[src/rtl/herring_wait_ctrl_if.sv]
`default_nettype none
// ============================================================================
// herring_wait_ctrl_if : CPU-side bus bundle for the PHI2 wait-state controller
// Rev 1.0
// ============================================================================
interface herring_wait_ctrl_if;
  logic       phi2;
  logic [5:0] address;
  logic       ext_rdy;
  logic       err_clr;
  logic       rdy;
  logic       wait_busy;
  logic [2:0] region;
  logic       bus_err;

  modport master (
    output phi2, address, ext_rdy, err_clr,
    input  rdy, wait_busy, region, bus_err
  );

  modport slave (
    input  phi2, address, ext_rdy, err_clr,
    output rdy, wait_busy, region, bus_err
  );
endinterface
`default_nettype wire

[src/rtl/herring_wait_ctrl.sv]
`default_nettype none
// ============================================================================
// herring_wait_ctrl : stretches 6502 bus cycles via RDY, per address region
// Rev 1.0
// ============================================================================
module herring_wait_ctrl #(
  parameter int unsigned WAIT_ROM  = 2,
  parameter int unsigned WAIT_ACIA = 3,
  parameter int unsigned WAIT_VIA  = 1,
  parameter int unsigned WAIT_IO   = 1,
  parameter int unsigned WAIT_EXP  = 2,
  parameter int unsigned TIMEOUT   = 64
) (
  input  wire logic           clk_src,
  input  wire logic           rst,
  herring_wait_ctrl_if.slave  bus
);

  localparam int unsigned c_MAX_A    = (WAIT_ROM > WAIT_ACIA) ? WAIT_ROM : WAIT_ACIA;
  localparam int unsigned c_MAX_B    = (WAIT_VIA > WAIT_IO)   ? WAIT_VIA : WAIT_IO;
  localparam int unsigned c_MAX_C    = (c_MAX_A > c_MAX_B)    ? c_MAX_A  : c_MAX_B;
  localparam int unsigned c_MAX_WAIT = (c_MAX_C > WAIT_EXP)   ? c_MAX_C  : WAIT_EXP;
  localparam int unsigned c_CNT_W    = (c_MAX_WAIT < 2) ? 1 : $clog2(c_MAX_WAIT + 1);
  localparam int unsigned c_TO_W     = (TIMEOUT < 2)    ? 1 : $clog2(TIMEOUT + 1);

  localparam logic [1:0] c_IDLE   = 2'd0;
  localparam logic [1:0] c_COUNT  = 2'd1;
  localparam logic [1:0] c_EXTEND = 2'd2;

  localparam logic [2:0] c_RGN_RAM  = 3'd0;
  localparam logic [2:0] c_RGN_ACIA = 3'd1;
  localparam logic [2:0] c_RGN_VIA  = 3'd2;
  localparam logic [2:0] c_RGN_IO   = 3'd3;
  localparam logic [2:0] c_RGN_EXP  = 3'd4;
  localparam logic [2:0] c_RGN_ROM  = 3'd5;

  logic [1:0]         state_q, state_d;
  logic [c_CNT_W-1:0] cnt_q,   cnt_d;
  logic [c_TO_W-1:0]  tcnt_q,  tcnt_d;
  logic [2:0]         region_q, region_d;
  logic               bus_err_q, bus_err_d;
  logic               phi2_q;

  logic               w_phi2_rise;
  logic [2:0]         w_rgn;
  logic [c_CNT_W-1:0] w_wait;
  logic [c_TO_W-1:0]  w_tcnt_inc;
  logic               w_err_set;

  assign w_phi2_rise = bus.phi2 & ~phi2_q;
  assign w_tcnt_inc  = tcnt_q + c_TO_W'(1);

  // address is A[15:10]; anything below 0x8000 is RAM
  always_comb begin
    w_rgn = c_RGN_RAM;
    if (bus.address[5]) begin
      if (bus.address[4:3] == 2'b11)        w_rgn = c_RGN_ROM;
      else if (bus.address[4:0] == 5'b00000) w_rgn = c_RGN_ACIA;
      else if (bus.address[4:0] == 5'b00001) w_rgn = c_RGN_VIA;
      else if (bus.address[4:1] == 4'b0001)  w_rgn = c_RGN_IO;
      else                                   w_rgn = c_RGN_EXP;
    end
  end

  always_comb begin
    w_wait = '0;
    case (w_rgn)
      c_RGN_ACIA: w_wait = c_CNT_W'(WAIT_ACIA);
      c_RGN_VIA:  w_wait = c_CNT_W'(WAIT_VIA);
      c_RGN_IO:   w_wait = c_CNT_W'(WAIT_IO);
      c_RGN_EXP:  w_wait = c_CNT_W'(WAIT_EXP);
      c_RGN_ROM:  w_wait = c_CNT_W'(WAIT_ROM);
      default:    w_wait = '0;
    endcase
  end

  always_comb begin
    state_d   = state_q;
    cnt_d     = cnt_q;
    tcnt_d    = tcnt_q;
    region_d  = region_q;
    w_err_set = 1'b0;
    if (w_phi2_rise) begin
      case (state_q)
        c_IDLE: begin
          region_d = w_rgn;
          if (w_wait != '0) begin
            cnt_d   = w_wait;
            state_d = c_COUNT;
          end
        end
        c_COUNT: begin
          cnt_d = cnt_q - c_CNT_W'(1);
          if (cnt_q == c_CNT_W'(1)) begin
            if ((region_q == c_RGN_EXP) && !bus.ext_rdy) begin
              tcnt_d  = '0;
              state_d = c_EXTEND;
            end else begin
              state_d = c_IDLE;
            end
          end
        end
        c_EXTEND: begin
          if (bus.ext_rdy) begin
            state_d = c_IDLE;
          end else begin
            tcnt_d = w_tcnt_inc;
            if (w_tcnt_inc >= c_TO_W'(TIMEOUT)) begin
              w_err_set = 1'b1;
              state_d   = c_IDLE;
            end
          end
        end
        default: state_d = c_IDLE;
      endcase
    end
  end

  // a timeout in the same cycle as err_clr wins
  assign bus_err_d = w_err_set | (bus_err_q & ~bus.err_clr);

  always_ff @(posedge clk_src or posedge rst) begin
    if (rst) begin
      state_q   <= c_IDLE;
      cnt_q     <= '0;
      tcnt_q    <= '0;
      region_q  <= c_RGN_RAM;
      bus_err_q <= 1'b0;
      phi2_q    <= 1'b0;
    end else begin
      state_q   <= state_d;
      cnt_q     <= cnt_d;
      tcnt_q    <= tcnt_d;
      region_q  <= region_d;
      bus_err_q <= bus_err_d;
      phi2_q    <= bus.phi2;
    end
  end

  assign bus.wait_busy = (state_q != c_IDLE);
  assign bus.rdy       = (state_q == c_IDLE);
  assign bus.region    = region_q;
  assign bus.bus_err   = bus_err_q;

endmodule
`default_nettype wire

[src/flat_wrapper.sv]
// flat-port wrapper written by rule: the top's interface ports become plain ports
module herring_wait_ctrl_flat 
#(
  parameter int unsigned WAIT_ROM  = 2,
  parameter int unsigned WAIT_ACIA = 3,
  parameter int unsigned WAIT_VIA  = 1,
  parameter int unsigned WAIT_IO   = 1,
  parameter int unsigned WAIT_EXP  = 2,
  parameter int unsigned TIMEOUT   = 64
)
  (clk_src, rst, bus_phi2, bus_address, bus_ext_rdy, bus_err_clr, bus_rdy, bus_wait_busy, bus_region, bus_bus_err);
  herring_wait_ctrl_if bus_i ();
  input  wire logic clk_src;
  input  wire logic rst;
  input wire logic [$bits(bus_i.phi2)-1:0] bus_phi2;
  input wire logic [$bits(bus_i.address)-1:0] bus_address;
  input wire logic [$bits(bus_i.ext_rdy)-1:0] bus_ext_rdy;
  input wire logic [$bits(bus_i.err_clr)-1:0] bus_err_clr;
  output wire logic [$bits(bus_i.rdy)-1:0] bus_rdy;
  output wire logic [$bits(bus_i.wait_busy)-1:0] bus_wait_busy;
  output wire logic [$bits(bus_i.region)-1:0] bus_region;
  output wire logic [$bits(bus_i.bus_err)-1:0] bus_bus_err;
  assign bus_i.phi2 = bus_phi2;
  assign bus_i.address = bus_address;
  assign bus_i.ext_rdy = bus_ext_rdy;
  assign bus_i.err_clr = bus_err_clr;
  assign bus_rdy = bus_i.rdy;
  assign bus_wait_busy = bus_i.wait_busy;
  assign bus_region = bus_i.region;
  assign bus_bus_err = bus_i.bus_err;
  herring_wait_ctrl #(.WAIT_ROM(WAIT_ROM), .WAIT_ACIA(WAIT_ACIA), .WAIT_VIA(WAIT_VIA), .WAIT_IO(WAIT_IO), .WAIT_EXP(WAIT_EXP), .TIMEOUT(TIMEOUT)) u_core (.clk_src(clk_src), .rst(rst), .bus(bus_i));
endmodule
[config.mk]
export PLATFORM = sky130hd
export DESIGN_NAME = herring_wait_ctrl_flat
export DESIGN_NICKNAME = d
export VERILOG_FILES = /design/src/rtl/herring_wait_ctrl_if.sv /design/src/rtl/herring_wait_ctrl.sv /design/src/flat_wrapper.sv
export SDC_FILE = /design/constraint.sdc
export NUM_CORES = 1
export LEC_CHECK = 0
export ABC_AREA = 1
export CORE_ASPECT_RATIO = 1.25
export CORE_MARGIN = 3
export CORE_UTILIZATION = 30
export DETAILED_ROUTE_END_ITERATION = 10
export PLACE_DENSITY = 0.56
export SLEW_MARGIN = 10
export SYNTH_ARGS = -nofsm -noshare
export SYNTH_HDL_FRONTEND = slang
export SYNTH_SLANG_ARGS = --single-unit
[constraint.sdc]
create_clock -name clk_src -period 1.38 [get_ports clk_src]
set_input_delay 0.207 -clock clk_src [delete_from_list [all_inputs] [get_ports clk_src]]
set_output_delay 0.207 -clock clk_src [all_outputs]
set_load 0.02 [all_outputs]
### Yosys cells after proc, flatten, opt, wreduce, memory -nomap -nowiden

Index checks and enable logic that the tools add are counted.

* bits in registers: 16
* input port bits: 11
* output and inout port bits: 6
* logic and storage cells: 67

* add/sub/neg operators: 2
* $lt $le $gt $ge: 1
* equal/unequal tests: 17
* mux-type cells: 22
* bitwise gates (word level): 5
* reductions and logical operators: 14

Operators with widths (count)
* 7-bit 2-to-1 mux: 3
* 3-bit 2-to-1 mux: 5
* 7-bit case mux with 2 select lines: 1
* 2-bit 2-to-1 mux: 6
* 2-bit case mux with 3 select lines: 2
* 3-bit == test, second input constant: 3
* 2-bit nonzero test: 4
* 7-bit by 1-bit adder with 7-bit output, second input constant: 1
* 7-bit greater-or-equal comparator, second input constant: 1
* 3-bit by 2-bit == test with 1-bit output, second input constant: 2
* 2-bit by 1-bit inequality test with 1-bit output, second input constant: 3
* 5-bit by 1-bit == test with 1-bit output, second input constant: 1
* 5-bit logical NOT: 1
* 5-bit AND reduction: 1
* 2-bit by 1-bit == test with 1-bit output, second input constant: 2
* 2-bit == test, second input constant: 2
* 4-bit by 1-bit == test with 1-bit output, second input constant: 1
* 1-bit 2-to-1 mux: 4
* 2-bit case mux with 2 select lines: 1
* 4-bit AND reduction: 1
* 2-bit OR reduction: 2
* 3-bit by 1-bit == test with 1-bit output, second input constant: 1
* 3-bit by 2-bit inequality test with 1-bit output, second input constant: 1
* 3-bit AND reduction: 1
* 9 further kinds: 11

### Depth between registers and ports, before layout

* depth in word-level cells: 12
* mapped depth: 9
* depth with buffers taken out: 9

### Least setup slack after synthesis

OpenSTA, ideal clock, no wires.

* kind: flip-flop to flip-flop
* start: register u_core.state_q[0]
* end: register u_core.state_q[0]
* setup time: 0.117 ns
* data arrival time: 1.233 ns
* data required time: 1.263 ns
* path slack: 0.030 ns
* stages on the path, launching flop included: 8
* path buffers: 0
* period minus slack after synthesis: 1.350 ns
* path through: dfrtp_1 -> inv_1 -> nand2_1 -> inv_1 -> a21oi_1 -> nand2_1 -> nand2_1 -> nand2_1

* cells in the longest elaborated chain, start to end: 3
* elaborated cells on any way between the ends: 8
* classes of those cells: 5 x eq/ne; 1 x mux; 2 x reduce/logical

RTL lines
* from (decl): line herring_wait_ctrl.sv:37 `logic [1:0] state_q, state_d;`
* from (signal assigned): line herring_wait_ctrl.sv:124 `state_q <= c_IDLE;`
* from (signal assigned): line herring_wait_ctrl.sv:131 `state_q <= state_d;`
* 2-bit logical NOT *
* named net bus_rdy: line flat_wrapper.sv:19 `output wire logic [$bits(bus_i.rdy)-1:0] bus_rdy;`
* 2-bit by 1-bit inequality test with 1-bit output (no source line)
* 4-bit AND reduction (no source line)

Mark *: on every way through the listed nets, which the timed path passes. The rest lies on a longest branch.
A chain may end at the register's enable or synchronous reset.

### Worst setup path after layout

* start: register u_core.state_q[1]
* end: register u_core.tcnt_q[0]

* cells in the longest elaborated chain, start to end: 3
* elaborated cells on any way between the ends: 8
* classes of those cells: 5 x eq/ne; 1 x mux; 2 x reduce/logical

RTL lines
* 2-bit by 1-bit == test with 1-bit output / 2-bit == test (equally long branches): line herring_wait_ctrl.sv:84 `case (state_q)`
* 2-bit by 1-bit inequality test with 1-bit output (no source line), or another cell as far along
* 5-bit AND reduction (no source line)
* to (signal assigned): line herring_wait_ctrl.sv:133 `tcnt_q <= tcnt_d;`
* to (decl): line herring_wait_ctrl.sv:39 `logic [c_TO_W-1:0] tcnt_q, tcnt_d;`

Several ways; a longest one is shown, not always the timed one.

==> flow_metrics.py <==
metrics = {
    "power_and_ir_drop": {
        "pwr_density_cell_nw_per_um2": 1242,
        "p_leak_nw": 0.7108,
        "vdd_drop_max_v": 0.0006739,
    },
    "timing": {
        "period_needed_ps": 1327,
        "max_slew_margin": 0.8300,
        "fmax_ghz": 0.7538,
        "final_max_slew_viol_count": 0,
        "setup_slack_ps": 53.39,
        "setup_viol": 0,
        "clock_skew_ps": 12.14,
        "hold_violations": 0,
        "rsz0062_at_grt": "yes",
        "hold_ws_ps": 213.3,
        "worst_pin_slew_ps": 253.9,
        "fin_crit_sh": 0.9613,
    },
    "grt": {
        "grt_max_degree": 17,
        "grt_first_pass_wirelength_um": 4264,
        "grt_usage": 0.1352,
        "grt_pass1_vias": 1017,
        "antenna_found_initial": 0,
        "overflow": 0,
    },
    "logic_synthesis": {
        "synth_edf_count": 0,
        "synth_top_area_frac": 0.4150,
        "seq_area_frac_synth": 0.4150,
        "synthArstFlopShare": 1.000,
        "syn-num-nets": 143,
        "synth_cell_types": 25,
        "synth_top_cell_by_area": "dfrtp_1",
        "synthesis.instances": 130,
        "synth_common_cells": "nand2_1 (37), inv_1 (20), dfrtp_1 (16)",
        "synth_area_um2": 964.7,
        "yosysMostFrequentCell": "nand2_1",
        "ys_warn_count": 0,
        "ys_ff_latch": 16,
        "avgSynthCellArea_um2": 7.421,
        "ys.flop_type": "dfrtp_1",
        "synthTopCellsByArea": "dfrtp_1 (42%), nand2_1 (14%), inv_1 (7.8%)",
    },
    "setup_path": {
        "startpoint": "u_core.state_q[1]",
        "startpoint_type": "flip-flop",
        "reg2reg_depth": 9,
        "cp_data_arrival_time_ps": 1500,
        "r2r-end": "u_core.tcnt_q[0]",
        "ff2ff_setup_slack_ps": 50,
        "path_class": "reg2reg",
        "worstPathRequired_ps": 1560,
        "crit_path_end_kind": "flip-flop",
        "worstReg2RegStart": "u_core.state_q[1]",
        "endpoint": "u_core.tcnt_q[0]",
        "worstPathMaxFanout": 6,
    },
    "job": {
        "max_cap_viol_count": 0,
    },
    "drt": {
        "drt-total-wl_um": 2485,
        "drtPass1Iterations": 4,
        "antenna_left": 0,
        "drc_errors": 0,
        "drtIter0Drc": 16,
        "vias_per_cell": 4.738,
        "post_drt_wl_per_cell_um": 11.83,
        "vias": 995,
    },
    "placed_design": {
        "io_buffers": 16,
        "pre_cts_ws_ps": -286.3,
        "gp_congestion": 0.8229,
        "placed_cell_area_um2": 1301,
        "dp_hpwl_um": 1844,
    },
    "outcome": {
        "status": "complete, no violations",
    },
    "floorplanning": {
        "die_area_um2": 3936,
        "initial_core_util": 0.3215,
        "die_w_um": 56.72,
        "core.rowCount": 22,
        "core_area_um2": 3000,
        "io_pins": 17,
        "die_h_um": 69.40,
    },
    "cells_and_area": {
        "finalInstanceArea_um2": 1470,
        "num_antenna_cells": 0,
        "drive_gt1_frac": 0.3506,
        "layout.nets": 188,
        "area_growth_syn_to_layout_pct": 52.40,
        "utilization": 0.4900,
        "fillerInstances": 301,
    },
    "clock_network": {
        "numCtsBuffers": 3,
        "cts_tree": "yes",
        "worstSkewPairLatency_ps": 290,
        "clk_pin_slew_worst_paths_ps": 100,
        "cts_sinks": 16,
        "clk_path_buf_depth": 2,
        "cts_root_buf": "clkbuf_4",
        "h-tree-depth": 1,
    },
    "hold_path": {
        "hold_path_class": "in2async",
    },
}
==> how the worst min path moves through the flow <==
stage | cells after the start | endpoint | slack (ps)
finish | 3 | u_core.tcnt_q[5] | 210
detailed placement | 2 | u_core.state_q[1] | 490
CTS | 3 | u_core.tcnt_q[5] | 220
global route | 3 | u_core.tcnt_q[5] | 240
global placement | 2 | u_core.state_q[1] | 480
floorplan | 1 | u_core.bus.bus_err | 120
==> worst max-delay path, stage by stage (launching register included) <==
cell and delay, ps:
dfrtp_1 370, inv_2 50, buf_4 130, nor2_4 100, inv_2 50, nor2_4 130, buf_4 140, o21bai_4 90
nand2_1 90, o21ai_2 50
==> cells by family (layout without fill, tap and decap cells) <==
logic type / count (synthesis) / count (layout) / share of synthesized area
xor gates and xnor gates: 1 / 1 / 0.009081
AOI/OAI and AO/OA: 21 / 22 / 0.1492
adders and majority gates: 2 / 2 / 0.02594
buffers and inverters: 23 / 66 / 0.09728
DFF: 16 / 16 / 0.4150
and+or+nand+nor: 67 / 67 / 0.3035
==> cells in the final DEF (no fill, tap or decap), types with 2 or more instances in the layout <==
| cell type | instances |
|---|---|
| nand3_2 | 2 |
| inv_1 | 20 |
| nor2_1 | 7 |
| nor2_2 | 2 |
| buf_4 | 23 |
| clkdlybuf4s50_1 | 10 |
| a21oi_2 | 2 |
| nor2_4 | 4 |
| clkbuf_4 | 3 |
| or2_2 | 3 |
| dlygate4sd2_1 | 4 |
| nand3_1 | 8 |
| o21bai_4 | 2 |
| inv_2 | 2 |
| nand4_1 | 2 |
| nand2_2 | 5 |
| o21ai_2 | 5 |
| o21ai_0 | 3 |
| dfrtp_1 | 16 |
| a31oi_1 | 2 |
| nand2_1 | 32 |
| a21oi_1 | 2 |
| buf_6 | 2 |
==> per-stage QoR <==
stage	instances	setup TNS, ps	power, W
floorplan	130	0	0.001044
detailed placement	200	-2912	0.001424
global placement	200	-2356	0.001415
finish	210	0	0.001826
CTS	204	0	0.001715
global route	210	-153.2	0.001986
==> power breakdown <==
part           total [W]  internal (W)  switching [W]  leakage (nW)
registers       0.000644      0.000565      0.0000783         0.207
logic           0.000866      0.000392       0.000474         0.482
clock network   0.000316      0.000161       0.000155        0.0210
total            0.00183       0.00112       0.000707         0.711
==> metal layers <==
metal	vias up	GRT usage	part of all wire
met5	-	0	0
met4	0	0.03958	0.014
met3	5	0.02607	0.037
met2	18	0.2506	0.54
met1	465	0.1519	0.41
li1	507	-	-
==> timing repair <==
action | 4_1_cts | 5_1_grt
buffers inserted | 0 | 5
setup endpoints to repair | 14 | 12
pin swaps | 0 | 6
gates cloned | 0 | 1
hold buffers | 0 | 0
resized for setup | 14 | 23
==> cell type report <==
type	instances	area, um^2	area share
Multi-Input combinational cell	92	570.5	0.3881
Sequential cell	16	400.4	0.2723
Timing Repair Buffer	40	335.3	0.2281
Inverter	22	82.58	0.05617
Tap cell	36	45.04	0.03064
Clock buffer	4	36.28	0.02468
==> registers in the layout, indices dropped and copies added (netlist names) <==
name,flops
u_core.tcnt_q,7
u_core.bus.region,3
u_core.cnt_q,2
u_core.state_q,2
u_core.bus.bus_err,1
u_core.phi2_q,1
(Power assumes the default switching activity.)
